--- config.mk ---
export PLATFORM = sky130hd
export DESIGN_NAME = uart_rx_ctrl
export DESIGN_NICKNAME = d
export VERILOG_FILES = /design/src/rtl/uart_rx_ctrl.sv
export SDC_FILE = /design/constraint.sdc
export NUM_CORES = 1
export LEC_CHECK = 0
export BUFFER_PORTS_ARGS = -buffer_cell sky130_fd_sc_hd__buf_4
export CAP_MARGIN = 20
export CORE_MARGIN = 3
export CORE_UTILIZATION = 55
export DETAILED_ROUTE_END_ITERATION = 10
export PLACE_DENSITY = 0.75
export SLEW_MARGIN = 20
export SYNTH_ARGS = -nofsm -noshare
export SYNTH_HDL_FRONTEND = slang
export SYNTH_SLANG_ARGS = --single-unit
--- constraint.sdc ---
create_clock -name clk -period 3.95 [get_ports clk]
set_clock_uncertainty 0.2 [all_clocks]
set_input_delay 0.79 -clock clk [delete_from_list [all_inputs] [get_ports clk]]
set_output_delay 0.79 -clock clk [all_outputs]
set_load 0.005 [all_outputs]
--- src/rtl/uart_rx_ctrl.sv ---
// UART receive-side controller: edge-qualifies rx_done, filters frames by error policy,
// buffers them in a first-word-fall-through FIFO and keeps saturating error statistics.
module uart_rx_ctrl #(
  parameter int unsigned DEPTH    = 8,
  parameter bit          DROP_ERR = 1'b0,
  parameter int unsigned CNT_W    = 8
) (
  input  logic                     clk,
  input  logic                     rst,
  input  logic                     rx_en,
  input  logic                     flush,
  input  logic [7:0]               rx_data,
  input  logic                     rx_parity_err,
  input  logic                     rx_stop_err,
  input  logic                     rx_done,
  output logic [7:0]               m_data,
  output logic [1:0]               m_err,
  output logic                     m_valid,
  input  logic                     m_ready,
  output logic [$clog2(DEPTH):0]   fifo_count,
  output logic                     overrun,
  input  logic                     ovr_clr,
  output logic [CNT_W-1:0]         parity_cnt,
  output logic [CNT_W-1:0]         stop_cnt,
  output logic [CNT_W-1:0]         frame_cnt
);

  localparam int unsigned PTR_W = (DEPTH > 1) ? $clog2(DEPTH) : 1;
  localparam int unsigned CW    = $clog2(DEPTH) + 1;

  typedef enum logic [1:0] {S_IDLE, S_RUN, S_FLUSH} state_e;

  state_e             state_q, state_d;
  logic               rx_done_q;
  logic [PTR_W-1:0]   wr_ptr_q, wr_ptr_d, rd_ptr_q, rd_ptr_d;
  logic [CW-1:0]      count_q, count_d;
  logic [9:0]         mem_q [DEPTH];
  logic [9:0]         mem_d [DEPTH];
  logic [7:0]         m_data_q, m_data_d;
  logic [1:0]         m_err_q, m_err_d;
  logic               m_valid_q, m_valid_d;
  logic               overrun_q, overrun_d;
  logic [CNT_W-1:0]   parity_cnt_q, parity_cnt_d;
  logic [CNT_W-1:0]   stop_cnt_q, stop_cnt_d;
  logic [CNT_W-1:0]   frame_cnt_q, frame_cnt_d;

  logic               cap, err, full, pop, push;
  logic [9:0]         entry, head;

  function automatic logic [CNT_W-1:0] sat_inc(input logic [CNT_W-1:0] v);
    return (&v) ? v : v + CNT_W'(1);
  endfunction

  // Next-state: flush beats capture and pop; the head register is rebuilt from the post-edge view.
  always_comb begin
    state_d      = state_q;
    wr_ptr_d     = wr_ptr_q;
    rd_ptr_d     = rd_ptr_q;
    count_d      = count_q;
    mem_d        = mem_q;
    m_data_d     = m_data_q;
    m_err_d      = m_err_q;
    m_valid_d    = m_valid_q;
    overrun_d    = overrun_q & ~ovr_clr;
    parity_cnt_d = parity_cnt_q;
    stop_cnt_d   = stop_cnt_q;
    frame_cnt_d  = frame_cnt_q;
    push         = 1'b0;
    head         = '0;

    cap   = rx_done & ~rx_done_q;
    err   = rx_parity_err | rx_stop_err;
    full  = (count_q == CW'(DEPTH));
    pop   = m_valid_q & m_ready;
    entry = {rx_stop_err, rx_parity_err, rx_data};

    if (flush) begin
      state_d   = S_FLUSH;
      wr_ptr_d  = '0;
      rd_ptr_d  = '0;
      count_d   = '0;
      m_valid_d = 1'b0;
    end else begin
      case (state_q)
        S_IDLE:  if (rx_en)  state_d = S_RUN;
        S_RUN:   if (!rx_en) state_d = S_IDLE;
        S_FLUSH: state_d = rx_en ? S_RUN : S_IDLE;
        default: state_d = S_IDLE;
      endcase

      if (state_q == S_RUN && rx_en && cap) begin
        if (rx_parity_err) parity_cnt_d = sat_inc(parity_cnt_q);
        if (rx_stop_err)   stop_cnt_d   = sat_inc(stop_cnt_q);
        if (!(DROP_ERR && err)) begin
          if (!full || pop) begin
            push        = 1'b1;
            frame_cnt_d = sat_inc(frame_cnt_q);
          end else begin
            overrun_d = 1'b1;
          end
        end
      end

      if (push) begin
        mem_d[wr_ptr_q] = entry;
        wr_ptr_d        = wr_ptr_q + PTR_W'(1);
      end
      if (pop) rd_ptr_d = rd_ptr_q + PTR_W'(1);
      count_d = count_q + CW'(push) - CW'(pop);

      // A write landing on the new head slot bypasses the array so FWFT holds.
      if (count_d != '0) begin
        head      = (push && (wr_ptr_q == rd_ptr_d)) ? entry : mem_q[rd_ptr_d];
        m_valid_d = 1'b1;
        m_data_d  = head[7:0];
        m_err_d   = head[9:8];
      end else begin
        m_valid_d = 1'b0;
      end
    end
  end

  always_ff @(posedge clk) begin
    mem_q <= mem_d;
    if (rst) begin
      state_q      <= S_IDLE;
      rx_done_q    <= 1'b0;
      wr_ptr_q     <= '0;
      rd_ptr_q     <= '0;
      count_q      <= '0;
      m_data_q     <= '0;
      m_err_q      <= '0;
      m_valid_q    <= 1'b0;
      overrun_q    <= 1'b0;
      parity_cnt_q <= '0;
      stop_cnt_q   <= '0;
      frame_cnt_q  <= '0;
    end else begin
      state_q      <= state_d;
      rx_done_q    <= rx_done;
      wr_ptr_q     <= wr_ptr_d;
      rd_ptr_q     <= rd_ptr_d;
      count_q      <= count_d;
      m_data_q     <= m_data_d;
      m_err_q      <= m_err_d;
      m_valid_q    <= m_valid_d;
      overrun_q    <= overrun_d;
      parity_cnt_q <= parity_cnt_d;
      stop_cnt_q   <= stop_cnt_d;
      frame_cnt_q  <= frame_cnt_d;
    end
  end

  assign m_data     = m_data_q;
  assign m_err      = m_err_q;
  assign m_valid    = m_valid_q;
  assign fifo_count = count_q;
  assign overrun    = overrun_q;
  assign parity_cnt = parity_cnt_q;
  assign stop_cnt   = stop_cnt_q;
  assign frame_cnt  = frame_cnt_q;

endmodule

---- Yosys cells after proc, flatten, opt, wreduce, memory -nomap -nowiden ----
Cells that the tools add are included.
storage, ports and cells
  register bits ........................... 129
  bits of input ports ..................... 17
  output and inout bits ................... 40
  word-level logic and storage cells ...... 90
operators by class
  add/subtract/negate cells ............... 7
  $lt $le $gt $ge ......................... 3
  eq/ne operators ......................... 8
  mux-type cells .......................... 21
  bitwise gates (word level) .............. 11
  reduce and logical (&&, ||, !) cells .... 19
operators with widths
  cell                                                        count
  bitwise mux 80 bit                                          1
  two-way mux 10 bit                                          4
  binary-select mux 10 bit (select 3 bit)                     1
  demux 10 bit (select 3 bit)                                 1
  adder 8 x 1 -> 8 bit, second input constant                 3
  AND reduction 8 bit                                         3
  AND reduction 4 bit                                         3
  >= comparator 4 bit, second input constant                  2
  two-way mux 1 bit                                           8
  NOT 3 -> 4 bit                                              2
  AND reduction 2 bit                                         4
  adder 3 x 1 -> 3 bit, second input constant                 2
  two-way mux 2 bit                                           3
  two-way mux 3 bit                                           2
  inequality test 3 bit, second input constant                2
  NOT 1 bit                                                   6
  one-hot mux 2 bit (3 select lines)                          1
  adder 4 x 1 -> 4 bit                                        1
  equality test 4 bit, second input constant                  1
  logical AND 1 bit                                           4
  less-than comparator 4 x 1 -> 1 bit, second input constant  1
  inequality test 2 bit, second input constant                2
  nonzero test 4 bit                                          1
  subtractor 4 x 1 -> 4 bit                                   1
  other kinds (8)                                             10

---- Logic depth before layout (Yosys ltp) ----
Gate-level depths: netlist of run 1.
  word-level depth ........................ 10
  depth in mapped cells ................... 14
  depth with buffers taken out ............ 13

---- Worst setup path before layout of run 1 ----
Ideal clock, no wire load.
  path kind ............................... input port to flip-flop
  from .................................... input m_ready
  to ...................................... register m_data_q[4] (netlist: m_data[4])
  library setup time ...................... 0.059 ns
  arrival time ............................ 3.241 ns
  required time ........................... 3.691 ns
  path slack .............................. 0.450 ns
  stages on the path ...................... 14
  cells stage by stage .................... and2_1 > buf_6 > nor4b_4 > nor2_1 > nand2_1 > nand2_1 > ha_1 > inv_1 > fa_1 > nor2b_1 > a31oi_1 > clkbuf_1 > o21a_1 > a22o_1
on the way
  cells in the longest elaborated chain, start to end .. 9
  elaborated cells on any way between the ends .. 18
  classes of those cells .................. 2 x add/sub; 1 x eq/ne; 9 x mux; 2 x bitwise; 4 x reduce/logical
ends and longest elaborated chain
  element                        RTL line  source
  from (decl)                    19        input logic m_ready,
  bitwise AND 1 bit (*)          74        pop = m_valid_q & m_ready;
  logical OR 1 bit               95        if (!full || pop) begin
  two-way mux 1 bit              95
  two-way mux 1 bit              91        if (state_q == S_RUN && rx_en && cap) begin
  two-way mux 1 bit              77        if (flush) begin
  adder 4 x 1 -> 4 bit           109       count_d = count_q + CW'(push) - CW'(pop);
  subtractor 4 x 1 -> 4 bit      109
  nonzero test 4 bit             112       if (count_d != '0) begin
  AND reduction 2 bit (no line)  -
  to (signal assigned)           144       m_data_q <= m_data_d;
  to (decl)                      39        logic [7:0] m_data_q, m_data_d;
Every way passes the cells marked *; elsewhere a longest branch is shown, timed or not. The select of a mux whose other input is x is not followed.
A chain may end at the register's enable or synchronous reset.

---- Worst setup path after layout of run 1 ----
  from .................................... register rd_ptr_q[1]
  to ...................................... register m_data_q[0] (netlist: m_data[0])
on the way
  cells in the longest elaborated chain, start to end .. 8
  elaborated cells on any way between the ends .. 10
  classes of those cells .................. 1 x add/sub; 1 x eq/ne; 6 x mux; 1 x bitwise; 1 x reduce/logical
ends and longest elaborated chain
  element                                                RTL line  source
  from (decl)                                            35        logic [PTR_W-1:0] wr_ptr_q, wr_ptr_d, rd_ptr_q, rd_ptr_d;
  from (signal assigned)                                 142       rd_ptr_q <= rd_ptr_d;
  adder 3 x 1 -> 3 bit                                   108       if (pop) rd_ptr_d = rd_ptr_q + PTR_W'(1);
  two-way mux 3 bit (*)                                  108
  two-way mux 3 bit (*)                                  77
  NOT 3 -> 4 bit (not written as such)                   113       head = (push && (wr_ptr_q == rd_ptr_d)) ? entry : mem_q[rd_ptr_d];
  binary-select mux 10 bit (select 3 bit)                113
  two-way mux 10 bit (not written as such) (2 in a row)  113
  two-way mux 10 bit (*)                                 113
Marked as above.

==> run summary, run 1 <==
Syn Area/Cell - 12.1 µm²
Clock transition at the registers of the reported paths - 60 ps
GRT met1 Usage - 30.0%
Clock root buffer - clkbuf_8
Post-synth top area cell - edfxtp_1
# Max-Cap Violations - 0
Synth unique cells - 55
Synth async-reset ratio - 0%
GPL Wtd Cong - 0.885
Final setup vio count - 0
Floorplan core area - 0.0100 mm²
Maximum root-to-sink buffer count - 2
Routing usage on met2 - 39.2%
Grt total ovfl - 0
Transition time of the tightest slew-check pin - 718 ps
Post-Syn Instances - 480
Net count, final - 580
DP HPWL - 8690 µm
Pin count of the biggest net entering global routing - 30
I/O Buffers - 56
Leak - 2.72 nW
Final WL - 13100 µm
Most frequent cells in the layout - edfxtp_1, buf_4, dfxtp_1
Adder-cell share of the synthesized area - 2.28%
Clock power share - 45.7%
Max Fclk - 304 MHz
Pwr Density - 469 mW/mm²
Ports - 57
Via count - 4122
CTS tree - yes
Drt drc - 0
Worst min path class - register to register
Most common cell after layout, fill and taps aside - edfxtp_1
Area post-placement - 0.00645 mm²
Share of cells above drive strength 1 - 22.3%
Flop pwr share - 45.0%
Setup crit start - rd_ptr_q[1]$_SDFF_PP0_
Drt via density - 5.90
Post-CTS Hold Fix Bufs - 0
Critical Path, Cell by Cell - ha_1, mux2i_4, xor2_2, nand4_2, o21a_1, a22o_1
Synth-to-layout area growth - 20.9%
Final worst-path cycle share - 83.3%
Total GRT Usage - 23.8%
CP bufs+invs - 0
CTS-repair resized insts - 0
Post-layout minimum cycle time - 3290 ps
Crit Path Max Fanout - 19
Internal - 2.51 mW
Sw Pwr - 0.788 mW
Height of the die - 109 µm
Post-synthesis simple-gate area fraction - 11.8%
Row cnt - 36
Met3 usage - 6.69%
CTS buffer count - 17
Slowest cell on crit path - dfxtp_1
Comb pwr share - 9.4%
Post-CTS setup buffers - 0
Synth top area cells - edfxtp_1, dfxtp_1, mux2i_1
ANT nets after route - 0
Number of max-slew violations in the final report - 0
Skew-Pair Late Insertion Delay - 520 ps
Setup TNS Final - 0 ps
Syn Nets - 507
Seq cells post-synth - 129
Fin. Hold Viols - 0
Die area - 0.0118 mm²
Dominant combinational cell family by area after synthesis - simple AND/OR/NAND/NOR gates
First-pass GRT wire length - 21300 µm
Post-synthesis compound-gate area fraction - 11.6%
ANT cells - 0
Ys flop type - edfxtp_1
Initial Util - 58.1%
Required @ worst endpoint - 4160 ps
Mux cell area share after synthesis - 7.52%
Clk sink count - 129
RSZ-0062 raised after global routing - false
Wire per inst - 18.7 µm
Maximum vdd drop - 0.444 mV
Rel. slew slack - 52.1%
Fin area - 0.00703 mm²
Critical Path Start Type - register
Post-synthesis xor/xnor area fraction - 5.53%
Hold_sp - m_data[2]$_SDFFE_PP0P_
Critical path class - register to register
H-tree levels - 4
CP delay by family, top - flip-flops
CP peak stage delay - 780 ps
Seq/Total Area, Yosys - 58.2%
Worst setup EP type - register
Synthesized area - 0.00581 mm²
Switching Share - 23.9%
Yosys warns - 0
Synth top area share - 41.3%
Gr busiest metal - met2
RR Startpoint - rd_ptr_q[1]$_SDFF_PP0_
Initial antenna violation count - 0
Number of global-route vias before repair - 4170
WP data arrival - 3500 ps
1st-iter DRT viols - 348
Run status - complete, no violations
Die Wd - 109 µm
DR pass1 iterations - 6
Post-synth EDFFs - 80
area by class of cell:
cell class / instances / area [µm²]
Tap cell: 133 / 166
Multi-Input combinational cell: 313 / 2250
Clock buffer: 18 / 418
Timing Repair Buffer: 78 / 598
Inverter: 14 / 52.6
Clock inverter: 14 / 158
Sequential cell: 129 / 3380
Fill cell: 703 / 2970
layer usage:
metal	wire length (µm)	vias to the layer above
met2	6640	143
met5	0	-
met4	256	0
met1	5510	2016
met3	692	31
li1	-	1932
stage by stage:
| stage | hold slack [ps] | cells | power (mW) | utilization, % | setup slack [ps] |
|---|---|---|---|---|---|
| floorplan | 256 | 480 | 1.70 | - | 450 |
| global placement | 272 | 667 | 1.81 | 64.5 | 368 |
| detailed placement | 263 | 667 | 1.82 | 64.5 | 276 |
| CTS | 272 | 699 | 3.32 | 70.3 | 668 |
| global route | 275 | 699 | 3.41 | 70.3 | 418 |
| finish | 279 | 699 | 3.29 | 70.3 | 659 |
Yosys cell counts, types with 11 or more instances:
master,count
nand2_1,35
edfxtp_1,80
nand4_1,12
clkbuf_1,12
xor2_1,18
mux2i_1,29
nand3_1,11
nor2_1,45
a211o_1,12
a21oi_1,20
dfxtp_1,49
registers in the layout, summed over array words and instances (netlist names):
name and flops:
m_data 8, fifo_count 4, m_err 2, m_valid 1
stop_cnt 8, rd_ptr_q 3, state_q 2, frame_cnt 8
rx_done_q 1, wr_ptr_q 3, mem_q 80, overrun 1
parity_cnt 8
power groups by stage:
| stage | clock network, mW | logic (mW) | registers (mW) |
|---|---|---|---|
| 2_1_floorplan | 0 | 0.193 | 1.50 |
| 3_3_place_gp | 0 | 0.296 | 1.51 |
| 3_5_place_dp | 0 | 0.306 | 1.51 |
| 4_1_cts | 1.53 | 0.309 | 1.48 |
| 5_1_grt | 1.59 | 0.336 | 1.48 |
| 6_report | 1.50 | 0.309 | 1.48 |
cell families after synthesis:
family	Yosys count
adders and majority gates	10
AOI/OAI and AO/OA	95
muxes	36
xor gates and xnor gates	32
buffers and inverters	38
DFF	129
and+or+nand+nor	140
final timing paths:
path,to,slack (ps),depth (start not counted)
worst min-delay path,m_data[2]$_SDFFE_PP0P_,280,1
worst max-delay path,m_data[0]$_SDFFE_PP0P_,660,6
worst min register to register,m_data[2]$_SDFFE_PP0P_,280,1
worst max register to register,m_data[0]$_SDFFE_PP0P_,660,6
Power figures use the tool's default switching activity.
==> run 2, diff against run 1 <==
- CORE_UTILIZATION: 55 -> 53
- PLACE_DENSITY: 0.75 -> 0.76
- clock period: 3.95 -> 2.77 ns (I/O delays scaled with it)
==> run 2 against run 1 <==
Design area up 4.2%. The flow now finishes with violations (setup timing). Largest cell class unchanged. Critical path depth increased by 7. Flip-flop and latch count did not move. Setup slack got worse by 690 ps. Register-to-register slack lost 690 ps. Fmax is 17% higher. Routed wire length grew 6.4%. Power up 48%. Clock power is 47% higher. Sequential share of layout area decreased by 1.9 points. Die area up 3.6%. Via count rose by 2.7%.
==> run summary, run 2 (synthesis results as in run 1) <==
Synth-to-layout area growth - 25.9%
Row cnt - 37
Final setup vio count - 8
Leak - 2.86 nW
1st-iter DRT viols - 374
Floorplan core area - 0.0105 mm²
Critical Path, Cell by Cell - nand4b_1, or2_4, nor2_4, nand2_1, nand2_1, ha_2, inv_2, fa_2, nor2b_4, buf_6, a31oi_4, nor2_4, o2bb2ai_2
Net count, final - 598
Max Fclk - 357 MHz
# Max-Cap Violations - 0
CTS buffer count - 17
Number of max-slew violations in the final report - 0
Seq. cell area - 0.00339 mm²
WP data arrival - 3040 ps
Final worst-path cycle share - 101%
Worst path depth - 13
Height of the die - 111 µm
First-pass GRT wire length - 21800 µm
Skew-Pair Late Insertion Delay - 510 ps
Final hold slack - 70.4 ps
Largest register by flop count - mem_q
Number of global-route vias before repair - 4279
Most common cell after layout, fill and taps aside - buf_4
Critical path class - register to register
Pre-CTS setup slack - -422 ps
Worst setup path end - m_data[6]$_SDFFE_PP0P_
Maximum vdd drop - 0.528 mV
Non-Filler Instances - 720
Most frequent cells in the layout - buf_4, edfxtp_1, dfxtp_1
Die area - 0.0123 mm²
Clk sink count - 129
Drt via density - 5.88
Run status - finished, violations left
Grt total ovfl - 0
Reg-to-reg slack, setup - -30 ps
Drt drc - 0
Failing checks - setup timing
Required @ worst endpoint - 3010 ps
Total power - 4.88 mW
Reg2reg end - m_data[6]$_SDFFE_PP0P_
Pwr Density - 667 mW/mm²
Pin count of the biggest net entering global routing - 30
Setup crit start - rx_done_q$_SDFF_PP0_
Clock root buffer - clkbuf_8
I/O Buffers - 56
Die Wd - 111 µm
Maximum root-to-sink buffer count - 2
CP bufs+invs - 2
ANT cells - 0
DP HPWL - 9020 µm
Post-layout minimum cycle time - 2800 ps
Final WL - 13900 µm
GPL Wtd Cong - 0.812
Initial Util - 55.3%
ANT nets after route - 0
Worst setup EP type - register
H-tree levels - 4
Slowest cell on crit path - fa_2
Total GRT Usage - 22.3%
CP delay by family, top - simple AND/OR/NAND/NOR gates
Fin. Hold Viols - 0
CP peak stage delay - 530 ps
Initial antenna violation count - 0
Worst min path class - input port to register
Rel. slew slack - 47.9%
Crit Path Max Fanout - 5
Clock transition at the registers of the reported paths - 60 ps
Transition time of the tightest slew-check pin - 781 ps
Critical Path Start Type - register
Fill cells - 684
Ports - 57
Via count - 4235
Share of cells above drive strength 1 - 28.4%
RR Startpoint - rx_done_q$_SDFF_PP0_
Wire per inst - 19.4 µm
Setup ws final - -32.7 ps
DR pass1 iterations - 5
Number of flip-flops in the largest register - 80
Reg2Reg Depth - 13
CTS tree - yes
Multi-input logic area - 0.00237 mm²
RSZ-0062 raised after global routing - true
Dpl cells - 685
[run 2: cell types whose count changed in the layout (fill, tap and decap cells not counted), moves of 3 or more]
cell | before | now
buf_4 | 77 | 90
o2bb2ai_1 | 5 | 1
o2bb2ai_2 | 0 | 4
clkinv_4 | 5 | 2
nor2_4 | 0 | 3
[run 2: worst min path at each step]
stage	startpoint	endpoint	slack [ps]	depth (start not counted)
global route	rx_done	rx_done_q$_SDFF_PP0_	70	2
global placement	m_err[1]$_SDFFE_PP0P_	m_err[1]$_SDFFE_PP0P_	270	1
floorplan	m_data[1]$_SDFFE_PP0P_	m_data[1]$_SDFFE_PP0P_	260	1
detailed placement	m_err[1]$_SDFFE_PP0P_	m_err[1]$_SDFFE_PP0P_	280	1
CTS	rx_done	rx_done_q$_SDFF_PP0_	60	2
finish	rx_done	rx_done_q$_SDFF_PP0_	70	2
[run 2: final cells by class]
cell class | count | share of cell area (%)
clock inverter | 15 | 2.46
inverter | 14 | 0.718
timing repair buffer | 95 | 10.2
sequential | 129 | 46.3
clock buffer | 17 | 5.66
tap | 136 | 2.33
multi-input combinational | 314 | 32.4
[run 2: layer usage]
layer	global-route usage (%)	vias up	part of all wire (%)
met5	0	-	0
met4	8.78	0	1.8
met3	4.09	26	5.1
met2	39.4	175	54
met1	27.0	2068	40
li1	-	1966	-
[run 2: repair_timing]
action | in CTS | in global routing
hold buffers | 0 | 0
pin swaps | 1 | 4
gates resized for setup | 5 | 17
buffers inserted | 0 | 1
setup endpoints to repair | 10 | 10
gates cloned | 0 | 2
[run 2: worst reg2reg max path, stage by stage (launching register included)]
cell and delay [ps]:
dfxtp_1 300, nand4b_1 190, or2_4 280, nor2_4 80, nand2_1 50, nand2_1 60
ha_2 180, inv_2 40, fa_2 530, nor2b_4 190, buf_6 120, a31oi_4 110
nor2_4 240, o2bb2ai_2 150
[run 2: report_power, final]
| part | leakage (nW) | switching (mW) | internal [mW] |
|---|---|---|---|
| sequential | 1.12 | 0.0357 | 2.08 |
| clock | 0.285 | 0.834 | 1.38 |
| combinational | 1.46 | 0.302 | 0.259 |
| total | 2.86 | 1.17 | 3.71 |
[run 2: metrics by stage]
step | util [%] | instance area, µm² | TNS [ps]
floorplan | - | 5840 | -3100
global placement | 62.8 | 6600 | -3310
detailed placement | 62.8 | 6600 | -4070
CTS | 68.7 | 7220 | -7.57
global route | 69.6 | 7320 | -1600
finish | 69.6 | 7320 | -158
